--- config.mk ---
export PLATFORM = sky130hd
export DESIGN_NAME = scsp_midi_tx
export DESIGN_NICKNAME = d
export VERILOG_FILES = /design/src/rtl/scsp_midi_tx.sv
export SDC_FILE = /design/constraint.sdc
export NUM_CORES = 1
export LEC_CHECK = 0
export BUFFER_PORTS_ARGS = -buffer_cell sky130_fd_sc_hd__buf_4
export CORE_ASPECT_RATIO = 1.4
export CORE_UTILIZATION = 55
export CTS_CLUSTER_DIAMETER = 50
export DETAILED_ROUTE_END_ITERATION = 6
export PLACE_DENSITY = 0.82
export SYNTH_ARGS = -nofsm -noshare
export SYNTH_HDL_FRONTEND = slang
export SYNTH_SLANG_ARGS = --single-unit
export TNS_END_PERCENT = 10
--- constraint.sdc ---
create_clock -name CLK -period 3.1 [get_ports CLK]
set_clock_uncertainty 0.15 [all_clocks]
set_input_delay 0.31 -clock CLK [delete_from_list [all_inputs] [get_ports CLK]]
set_output_delay 0.31 -clock CLK [all_outputs]
set_load 0.05 [all_outputs]
--- src/rtl/scsp_midi_tx.sv ---
// MIDI serial transmitter: small byte FIFO feeding an 8N1 shifter whose bit period
// is DIV ticks of the CE enable. MO idles high; frames run back to back while bytes remain.
module scsp_midi_tx #(
    parameter int DIV   = 722,
    parameter int DEPTH = 4
) (
    input  logic       CLK,
    input  logic       RST,
    input  logic       CE,
    input  logic       MOBUF_WR,
    input  logic [7:0] MOBUF_D,
    output logic       MO,
    output logic       OE,
    output logic       OF,
    output logic       BUSY
);
    // state | meaning
    // IDLE  | line high, waiting for a queued byte on a CE tick
    // START | start bit (MO=0) for DIV ticks
    // DATA  | eight data bits, LSB first, DIV ticks each
    // STOP  | stop bit (MO=1); may chain straight into the next START
    localparam int AW = $clog2(DEPTH);
    localparam int CW = $clog2(DEPTH + 1);
    localparam int TW = (DIV > 1) ? $clog2(DIV) : 1;

    typedef enum logic [1:0] {IDLE, START, DATA, STOP} state_t;

    state_t          state;
    logic [7:0]      mem [DEPTH];
    logic [AW-1:0]   wptr;
    logic [AW-1:0]   rptr;
    logic [CW-1:0]   count;
    logic [CW-1:0]   count_nxt;
    logic [TW-1:0]   tick;
    logic [2:0]      bitidx;
    logic [7:0]      shreg;
    logic            tick_last;
    logic            pop;
    logic            wr_acc;

    always_comb begin
        tick_last = (tick == TW'(DIV - 1));
        pop       = CE && (count != '0) &&
                    ((state == IDLE) || ((state == STOP) && tick_last));
        // A pop frees a slot in the same cycle, so a full FIFO still takes a write then.
        wr_acc    = MOBUF_WR && ((count != CW'(DEPTH)) || pop);
        count_nxt = count;
        if (wr_acc && !pop)
            count_nxt = count + 1'b1;
        else if (pop && !wr_acc)
            count_nxt = count - 1'b1;
    end

    always_ff @(posedge CLK) begin
        if (wr_acc && !RST)
            mem[wptr] <= MOBUF_D;
    end

    always_ff @(posedge CLK) begin
        if (RST) begin
            wptr   <= '0;
            rptr   <= '0;
            count  <= '0;
            OE     <= 1'b1;
            OF     <= 1'b0;
            state  <= IDLE;
            tick   <= '0;
            bitidx <= '0;
            shreg  <= '0;
            MO     <= 1'b1;
            BUSY   <= 1'b0;
        end else begin
            if (wr_acc)
                wptr <= wptr + 1'b1;
            if (pop)
                rptr <= rptr + 1'b1;
            count <= count_nxt;
            OE    <= (count_nxt == '0);
            OF    <= (count_nxt == CW'(DEPTH));

            if (CE) begin
                case (state)
                    IDLE: begin
                        if (pop) begin
                            shreg <= mem[rptr];
                            tick  <= '0;
                            state <= START;
                            MO    <= 1'b0;
                            BUSY  <= 1'b1;
                        end
                    end
                    START: begin
                        if (tick_last) begin
                            tick   <= '0;
                            bitidx <= '0;
                            state  <= DATA;
                            MO     <= shreg[0];
                        end else begin
                            tick <= tick + 1'b1;
                        end
                    end
                    DATA: begin
                        if (tick_last) begin
                            tick <= '0;
                            if (bitidx == 3'd7) begin
                                state <= STOP;
                                MO    <= 1'b1;
                            end else begin
                                bitidx <= bitidx + 1'b1;
                                shreg  <= {1'b0, shreg[7:1]};
                                MO     <= shreg[1];
                            end
                        end else begin
                            tick <= tick + 1'b1;
                        end
                    end
                    STOP: begin
                        if (tick_last) begin
                            tick <= '0;
                            if (pop) begin
                                shreg <= mem[rptr];
                                state <= START;
                                MO    <= 1'b0;
                            end else begin
                                state <= IDLE;
                                MO    <= 1'b1;
                                BUSY  <= 1'b0;
                            end
                        end else begin
                            tick <= tick + 1'b1;
                        end
                    end
                    default: begin
                        state <= IDLE;
                        MO    <= 1'b1;
                        BUSY  <= 1'b0;
                    end
                endcase
            end
        end
    end
endmodule
**Word-level counts from Yosys, hierarchy flattened**

Memories as Yosys holds them, arrays and structs flattened. A register that Yosys moved wholly into a read port is not among the register bits.
Index checks and enable logic that the tools add are counted.
Widths: inputs -> output; s select.

- Input bits: 12
- Output and inout port bits: 4
- Memories: 1
- Logic and storage cells: 93
- Memory bits (writable): 32
- Flip-flop bits (word level): 34

Memory list:

| name | words | bits a word | rd ports | clocked after Yosys merged registers in | write ports | line | RTL |
|---|---|---|---|---|---|---|---|
| mem | 4 | 8 | 1 | 1 | 1 | 29 | `logic [7:0] mem [DEPTH];` |

- Reduce and logical (&&, ||, !) cells: 25
- $add $sub $neg: 6
- Eq/ne operators: 14
- Mux-type cells: 36

Operators with widths:

| kind | number |
|---|---|
| $mux 8 | 4 |
| $pmux 8 s3 | 1 |
| $mux 10 | 2 |
| $pmux 10 s2 | 1 |
| $reduce_and 5->1 | 4 |
| $mux 3 | 5 |
| $mux 2 | 7 |
| $ne 2x2->1 const B | 7 |
| $mux 1 | 12 |
| $add 10x1->10 const B | 1 |
| $eq 10x10->1 const B | 1 |
| $pmux 2 s4 | 1 |
| $logic_and 1x1->1 | 7 |
| $add 3x1->3 const B | 2 |
| $eq 3x3->1 const B | 2 |
| $pmux 3 s2 | 1 |
| $reduce_and 6->1 | 1 |
| $reduce_bool 3->1 | 2 |
| $add 2x1->2 const B | 2 |
| $eq 2x2->1 const B | 2 |
| $pmux 1 s4 | 1 |
| $reduce_bool 2->1 | 2 |
| $logic_not 1->1 | 3 |
| $logic_not 3->1 | 1 |
| 8 further kinds | 9 |

**Logic depth before layout (Yosys ltp)**

Gate-level depths: netlist of the first run.

- Word-level depth: 11
- Gate-level depth with buffers: 9
- Gate-level depth less buffers: 7

**Worst setup path after synthesis of the first run**

OpenSTA, ideal clock, no wires.

- Path kind: register to register
- Start: reg tick[0]
- End: mem mem[1][0] (enable)
- Period minus slack after synthesis: 2.433 ns
- Setup slack: 0.667 ns
- Required time: 2.618 ns
- Arrival time: 1.952 ns
- Cell stages (with the launch flop): 7
- Library setup time: 0.332 ns
- Cell sequence: dfxtp_1 > ha_1 > nand4bb_1 > or3_4 > o21ai_4 > o21a_2 > and3_1

- Longest elaborated chain between the ends: 9

Ends and longest elaborated chain:

| element | line | RTL |
|---|---|---|
| start: declaration | 34 | `logic [TW-1:0] tick;` |
| start signal: assignment | 99 | `tick <= tick + 1'b1;` |
| start signal: assignment | 114 | `tick <= tick + 1'b1;` |
| start signal: assignment | 130 | `tick <= tick + 1'b1;` |
| $eq 10x10->1 | 42 | `tick_last = (tick == TW'(DIV - 1));` |
| $logic_and 1x1->1 | 44 | `((state == IDLE) \|\| ((state == STOP) && tick_last));` |
| $logic_or 1x1->1 | 44 |  |
| $logic_and 1x1->1 | 43 | `pop = CE && (count != '0) &&` |
| $logic_or 1x1->1 | 46 | `wr_acc = MOBUF_WR && ((count != CW'(DEPTH)) \|\| pop);` |
| $logic_and 1x1->1 | 46 |  |
| $logic_and 1x1->1 | 55 | `if (wr_acc && !RST)` |
| $mux 1 | 55 |  |
| $mux 1 (not written as such) | 56 | `mem[wptr] <= MOBUF_D;` |
| end: declaration | 29 |  |

No other way between the ends.

**Final worst setup path of the first run**

Ends and elaborated chain as after synthesis.

==> results of run 1 <==
layout make-up:
type,count,area share
flip-flops and latches,68,0.4622
multi-input cells,194,0.4137
clock buffers,9,0.03404
repair buffers,16,0.03301
well taps,68,0.02338
clock inverters,7,0.02235
inverters,11,0.01135
state kept, by name, summed over array words and instances, names as in the netlist, named ones only:
signal	count
BUSY	1
OE	1
OF	1
count	3
bitidx	3
mem	32
rptr	2
shreg	8
tick	10
state	2
MO	1
wptr	2
per-stage QoR:
| stage | total power, W | utilization |
|---|---|---|
| after floorplan | 0.001830 | - |
| after global placement | 0.001993 | 0.6082 |
| after detailed placement | 0.002020 | 0.6082 |
| after CTS | 0.002760 | 0.6445 |
| after global routing | 0.002909 | 0.6445 |
| final | 0.002741 | 0.6445 |
per-layer routing:
| metal | GRT usage | wire, µm | up-vias |
|---|---|---|---|
| li1 | - | - | 1099 |
| met1 | 0.2365 | 2323 | 1107 |
| met5 | 0 | 0 | - |
| met2 | 0.3733 | 3269 | 39 |
| met3 | 0.05122 | 180 | 8 |
| met4 | 0.08511 | 63 | 0 |
worst max path at each step:
stage                     startpoint         to  cells past startpoint
after floorplan              tick[0]  mem[1][0]                      6
after global placement       tick[0]  mem[3][2]                      6
after detailed placement     tick[0]  mem[1][2]                      6
after CTS                    tick[0]  mem[1][0]                      6
after global routing         tick[0]  mem[3][2]                      6
final                        tick[0]  mem[1][0]                      6
cells in the mapped netlist, drive strengths merged (2+ instances only):
cell type  instances  area, µm²
o2111ai            2      17.52
o211ai             3      22.52
buf                3      15.01
o21ai             15      90.09
a211oi             2      20.02
or3               10      67.56
nand3b             2      15.01
and3               7      43.79
mux4               8      180.2
nor4               2      12.51
and2               3      18.77
a21oi             14      70.07
o31ai              6      45.04
xor2               4      35.03
dfxtp             36      720.7
a211o              2      17.52
ha                17      212.7
o21a               3      23.77
clkbuf            11      41.29
nor4b              2      17.52
nor2b              3      18.77
mux2               3      33.78
nor3               6      46.30
mux2i             12      120.1
edfxtp            32      960.9
nor2              26      97.59
a2111oi            2      17.52
nand2              9      33.78
inv               11      41.29
nand4              5      31.28
nand3              8      40.04
xnor2              4      35.03
power by group:
| part | leakage [nW] | internal [W] | switching (W) |
|---|---|---|---|
| logic | 0.578 | 0.000348 | 0.000495 |
| registers | 0.583 | 0.00105 | 0.000105 |
| clock network | 0.101 | 0.000382 | 0.000360 |
critical path, stage by stage (launching register included):
cell,delay [ns]
dfxtp_1,0.48
ha_1,0.20
nand4bb_1,0.22
or3_4,0.48
o21ai_4,0.24
o21a_2,0.22
and3_1,0.41
kinds of logic (layout without fill, tap and decap cells):
group	Yosys count	after routing	synth area share
buffers and inverters	25	43	0.02971
XOR/XNOR	8	8	0.02133
AO/OA/AOI/OAI	57	57	0.1189
multiplexers	23	23	0.1017
adder cells (fa/ha/maj)	17	17	0.06476
AND/OR/NAND/NOR	89	89	0.1516
flip-flops	68	68	0.5120
==> key figures, run 1 <==
Clock network
  • Clock Latency Late Sink: between 0.3 and 0.4 ns
  • CTS Root Cell: clkbuf_8
  • Max Root-Sink Buffers: 2
  • Cts bufs inserted: 9
  • Quantity of gates resized following cts: 0
  • TritonCTS clock tree: done
  • Sink Count: between 60 and 70
  • Hold-fix buffers at CTS: 0
  • CTS H-Tree Depth: 3
  • Post-CTS Setup Repair Bufs: 0
  • Clock transition at path regs: approximately 0.08 ns

Pwr
  • Leak pwr: around 1.3 nW
  • Max VDD drop: approximately 0.00057 V
  • Pwr Density: roughly 750 mW/mm²

STA
  • Setup violations, final: 0
  • Setup TNS: 0 ns
  • RSZ-0062 raised after global routing: no
  • Slew @ Worst Pin: 0.7379 ns
  • Hold Fails Final Rpt: 0
  • Final min period: 2.735 ns
  • Fin crit share: 0.8823
  • Max-slew violations: 0
  • Fmax: 0.3656 GHz
  • Min Hold Slack: between 0.01 and 0.015 ns
  • Setup WS post-layout: between 0.3 and 0.4 ns
  • Relative slew margins: 0.5072

Min path
  • HP Class: in2reg
  • Hold Path Sink: mem[0][5]
  • Hold Crit Start: MOBUF_D[5]
  • WHS Path Cells: 1

Placement
  • GPL Wtd Cong: just over 0.8
  • Inst Count DP: approximately 360
  • Worst slack at placement: 0.3900 ns
  • DP HPWL: 4374 µm
  • Port bufs: 15
  • Placed Area: ~0.0034 mm²

Final layout
  • Most frequent cells in the layout: 36 x dfxtp_1, 32 x edfxtp_1, 26 x nor2_1
  • Fillers: 440
  • Most common cell after layout, fill and taps aside: dfxtp_1
  • Area of the multi-input gates: 0.001505 mm²
  • Ant. Diodes: 0
  • Non-Filler Instances: 373
  • Share of layout cells above drive strength 1: 0.1738
  • Sequential Area: approximately 0.0017 mm²
  • P&R area growth vs syn: 10.78%
  • Cell area after layout: around 0.0036 mm²
  • Final #Nets: 329

Detailed routing
  • TritonRoute pass-1 iters: 4
  • Detail-routed net length per standard cell: approximately 16 µm
  • DRC viols: 0
  • Detailed Route Iter0 Violations: around 150
  • Final wirelength: 5836 µm
  • Routed via count: 2253
  • Vias per inst: 6.040
  • Post-DRT Antenna Nets: 0

Synth
  • Post-synth EDFFs: 32
  • Part of the Yosys area used for sequential elements: 0.5120
  • Netlist cell types: 54
  • Synth warn: 0
  • Avg Inst Size Synth: 11.44 µm²
  • Top_reg_cell synth: dfxtp_1
  • Cell Area, Synth: 0.003284 mm²
  • Synth Instances: around 290
  • Ys async rst share: 0
  • #FFs+latches synth: 68
  • Net Count, Synth: around 320

Worst setup path
  • RR Endpoint: mem[1][0]
  • Worst-case reg-to-reg path depth: 6
  • Worst Path Max Fanout: 8
  • CP Capture Type: register
  • Class of the most critical setup path: reg2reg
  • R2R Path Start: tick[0]
  • R2r setup slk: roughly 0.36 ns
  • Setup crit start kind: register
  • Arrival time at the worst endpoint: 2.59 ns
  • CP required: 2.95 ns

Global route
  • Initial antenna violation count: 0
  • Vias in the first global route: around 2200
  • Largest net degree at the start of global routing: 31
  • First-pass GRT wire length: about 9700 µm
  • GRT Total Usage: 0.2117
  • Total grt overflow: 0

Floorplan
  • Row count: 32
  • Die height: roughly 93 µm
  • Starting Density: 0.5818
  • # IOs: 16
  • Die width: 67.31 µm
  • Core area: roughly 0.0056 mm²
  • DIE AREA: between 0.006 and 0.007 mm²

Flow run
  • Max Cap Viol: 0

Run status
  • Status: completed
Note: power is estimated with default switching activity, not from simulation.
==> run 2: changes to the inputs <==
--- a/config.mk
+++ b/config.mk
@@ -8,4 +8,5 @@
 export BUFFER_PORTS_ARGS = -buffer_cell sky130_fd_sc_hd__buf_4
 export CORE_ASPECT_RATIO = 1.4
+export CORE_MARGIN = 2
 export CORE_UTILIZATION = 55
 export CTS_CLUSTER_DIAMETER = 50
==> constraint.sdc (replaced) <==
create_clock -name CLK -period 3.1 [get_ports CLK]
set_clock_uncertainty 0.15 [all_clocks]
set_input_delay 0.155 -clock CLK [delete_from_list [all_inputs] [get_ports CLK]]
set_output_delay 0.155 -clock CLK [all_outputs]
set_load 0.05 [all_outputs]
==> key figures, run 2 (synthesis results as in run 1) <==
Detailed routing
  • Final wirelength: around 6000 µm
  • DRC viols: 0
  • Detailed Route Iter0 Violations: approximately 110
  • Routed via count: between 2000 and 2500
  • Post-DRT Antenna Nets: 0
  • Detail-routed net length per standard cell: between 15 and 20 µm
  • TritonRoute pass-1 iters: 4
  • Vias per inst: a little under 6

Global route
  • Initial antenna violation count: 0
  • Vias in the first global route: 2189
  • GRT Total Usage: 0.2029
  • Largest net degree at the start of global routing: 31
  • First-pass GRT wire length: around 10000 µm
  • Total grt overflow: 0

Flow run
  • Max Cap Viol: 0

STA
  • Fin crit share: 0.8803
  • Final min period: roughly 2.7 ns
  • Hold Fails Final Rpt: 0
  • Relative slew margins: 0.4665
  • Fmax: ~0.37 GHz
  • Slew @ Worst Pin: ~0.80 ns
  • Max-slew violations: 0
  • RSZ-0062 raised after global routing: no
  • Setup TNS: 0 ns
  • Setup violations, final: 0

Worst setup path
  • Arrival time at the worst endpoint: roughly 2.6 ns
  • R2r setup slk: about 0.37 ns
  • CP required: 2.97 ns
  • Worst Path Max Fanout: 8
  • Worst-case reg-to-reg path depth: 6
  • Class of the most critical setup path: reg2reg
  • R2R Path Start: tick[0]
  • Slowest CP cell: dfxtp_1
  • CP max stage delay: approximately 0.48 ns
  • RR Endpoint: mem[1][5]
  • Setup crit start kind: register
  • CP Capture Type: register
  • Cell Chain, Critical Path: ha_1, nand4bb_1, or3_4, o21ai_4, o21a_2, and3_1

Floorplan
  • DIE AREA: 0.006615 mm²
  • Die height: between 90 and 100 µm
  • Core area: a little under 0.006 mm²
  • Row count: 33
  • Die width: roughly 69 µm
  • # IOs: 16
  • Starting Density: 0.5642

Pwr
  • Max VDD drop: approximately 0.00074 V
  • Total power: between 0.002 and 0.003 W
  • Leak pwr: around 1.3 nW
  • Pwr Density: roughly 760 mW/mm²

Final layout
  • Fillers: between 400 and 500
  • Final #Nets: ~340
  • Biggest register: mem
  • Biggest regs: mem x32, tick x10, shreg x8
  • Cell area after layout: between 0.003 and 0.004 mm²
  • Largest register FFs: 32
  • Most frequent cells in the layout: 36 x dfxtp_1, 32 x edfxtp_1, 26 x nor2_1
  • Share of layout cells above drive strength 1: 0.1683
  • P&R area growth vs syn: 14.63%
  • Ant. Diodes: 0
  • Most common cell after layout, fill and taps aside: dfxtp_1

Min path
  • HP Class: in2reg
  • Hold Crit Start: RST
  • WHS Path Cells: 2

Clock network
  • Hold-fix buffers at CTS: 10
  • CTS Root Cell: clkbuf_8
  • Clock transition at path regs: about 0.080 ns
  • Quantity of gates resized following cts: 0
  • Post-CTS Setup Repair Bufs: 0
  • TritonCTS clock tree: done
  • Clock Latency Late Sink: around 0.35 ns
  • Cts bufs inserted: 9
  • CTS H-Tree Depth: 3
  • Max Root-Sink Buffers: 2
  • Sink Count: 68

Placement
  • Port bufs: 15
  • DP HPWL: 4274 µm
  • GPL Wtd Cong: approximately 0.85
  • Placed Area: 0.003436 mm²

Run status
  • Status: completed
-- run 2: changes by cell type in the layout (fill, tap and decap cells not counted), sizes merged --
cell         previous run  this run
inv                    14        15
dlygate4sd3             0        10
clkinv                  2         0
bufinv                  1         2
-- run 2: where the power goes --
group	internal (W)	switching, W	leakage, nW
logic	0.000357	0.000504	0.620
clock network	0.000466	0.000368	0.113
registers	0.00105	0.000104	0.583
total	0.00187	0.000976	1.32
-- run 2: worst max-delay path by stage --
stage / startpoint / end / slack, ns / cells after the start
2_1_floorplan: tick[0] / mem[1][0] / 0.67 / 6
3_3_place_gp: tick[0] / mem[1][2] / 0.48 / 6
3_5_place_dp: tick[0] / mem[3][2] / 0.39 / 6
4_1_cts: tick[0] / mem[3][5] / 0.35 / 6
5_1_grt: tick[0] / mem[1][7] / 0.21 / 6
6_report: tick[0] / mem[1][5] / 0.37 / 6
-- run 2: through the flow --
stage,setup WS [ns],instances,hold WS [ns],utilization
floorplan,0.6667,287,0.1039,-
global placement,0.4813,359,0.2086,0.5902
detailed placement,0.3903,359,0.2117,0.5902
CTS,0.3536,385,0.008697,0.6467
global route,0.2104,385,0.02103,0.6467
finish,0.3712,385,0.01797,0.6467
-- run 2: cell type report --
type	instances	area, µm²	share of cell area
inverter	11	41.29	0.01097
clock buffer	9	123.9	0.03290
clock inverter	7	105.1	0.02792
sequential	68	1682	0.4467
tap	70	87.58	0.02326
timing repair buffer	26	220.2	0.05849
multi-input combinational	194	1505	0.3998
-- run 2: worst max-delay path: cells and delay by family (launching register included) --
family | cells | cell delay [ns]
AOI/OAI and AO/OA | 2 | 0.47
adders and majority gates | 1 | 0.20
and+or+nand+nor | 3 | 1.10
DFF | 1 | 0.48
-- run 2: per-layer routing --
metal | GRT usage | routed length, µm
met4 | 0.08987 | 135
met1 | 0.2230 | 2474
met5 | 0 | 0
met3 | 0.06977 | 211
met2 | 0.3566 | 3332
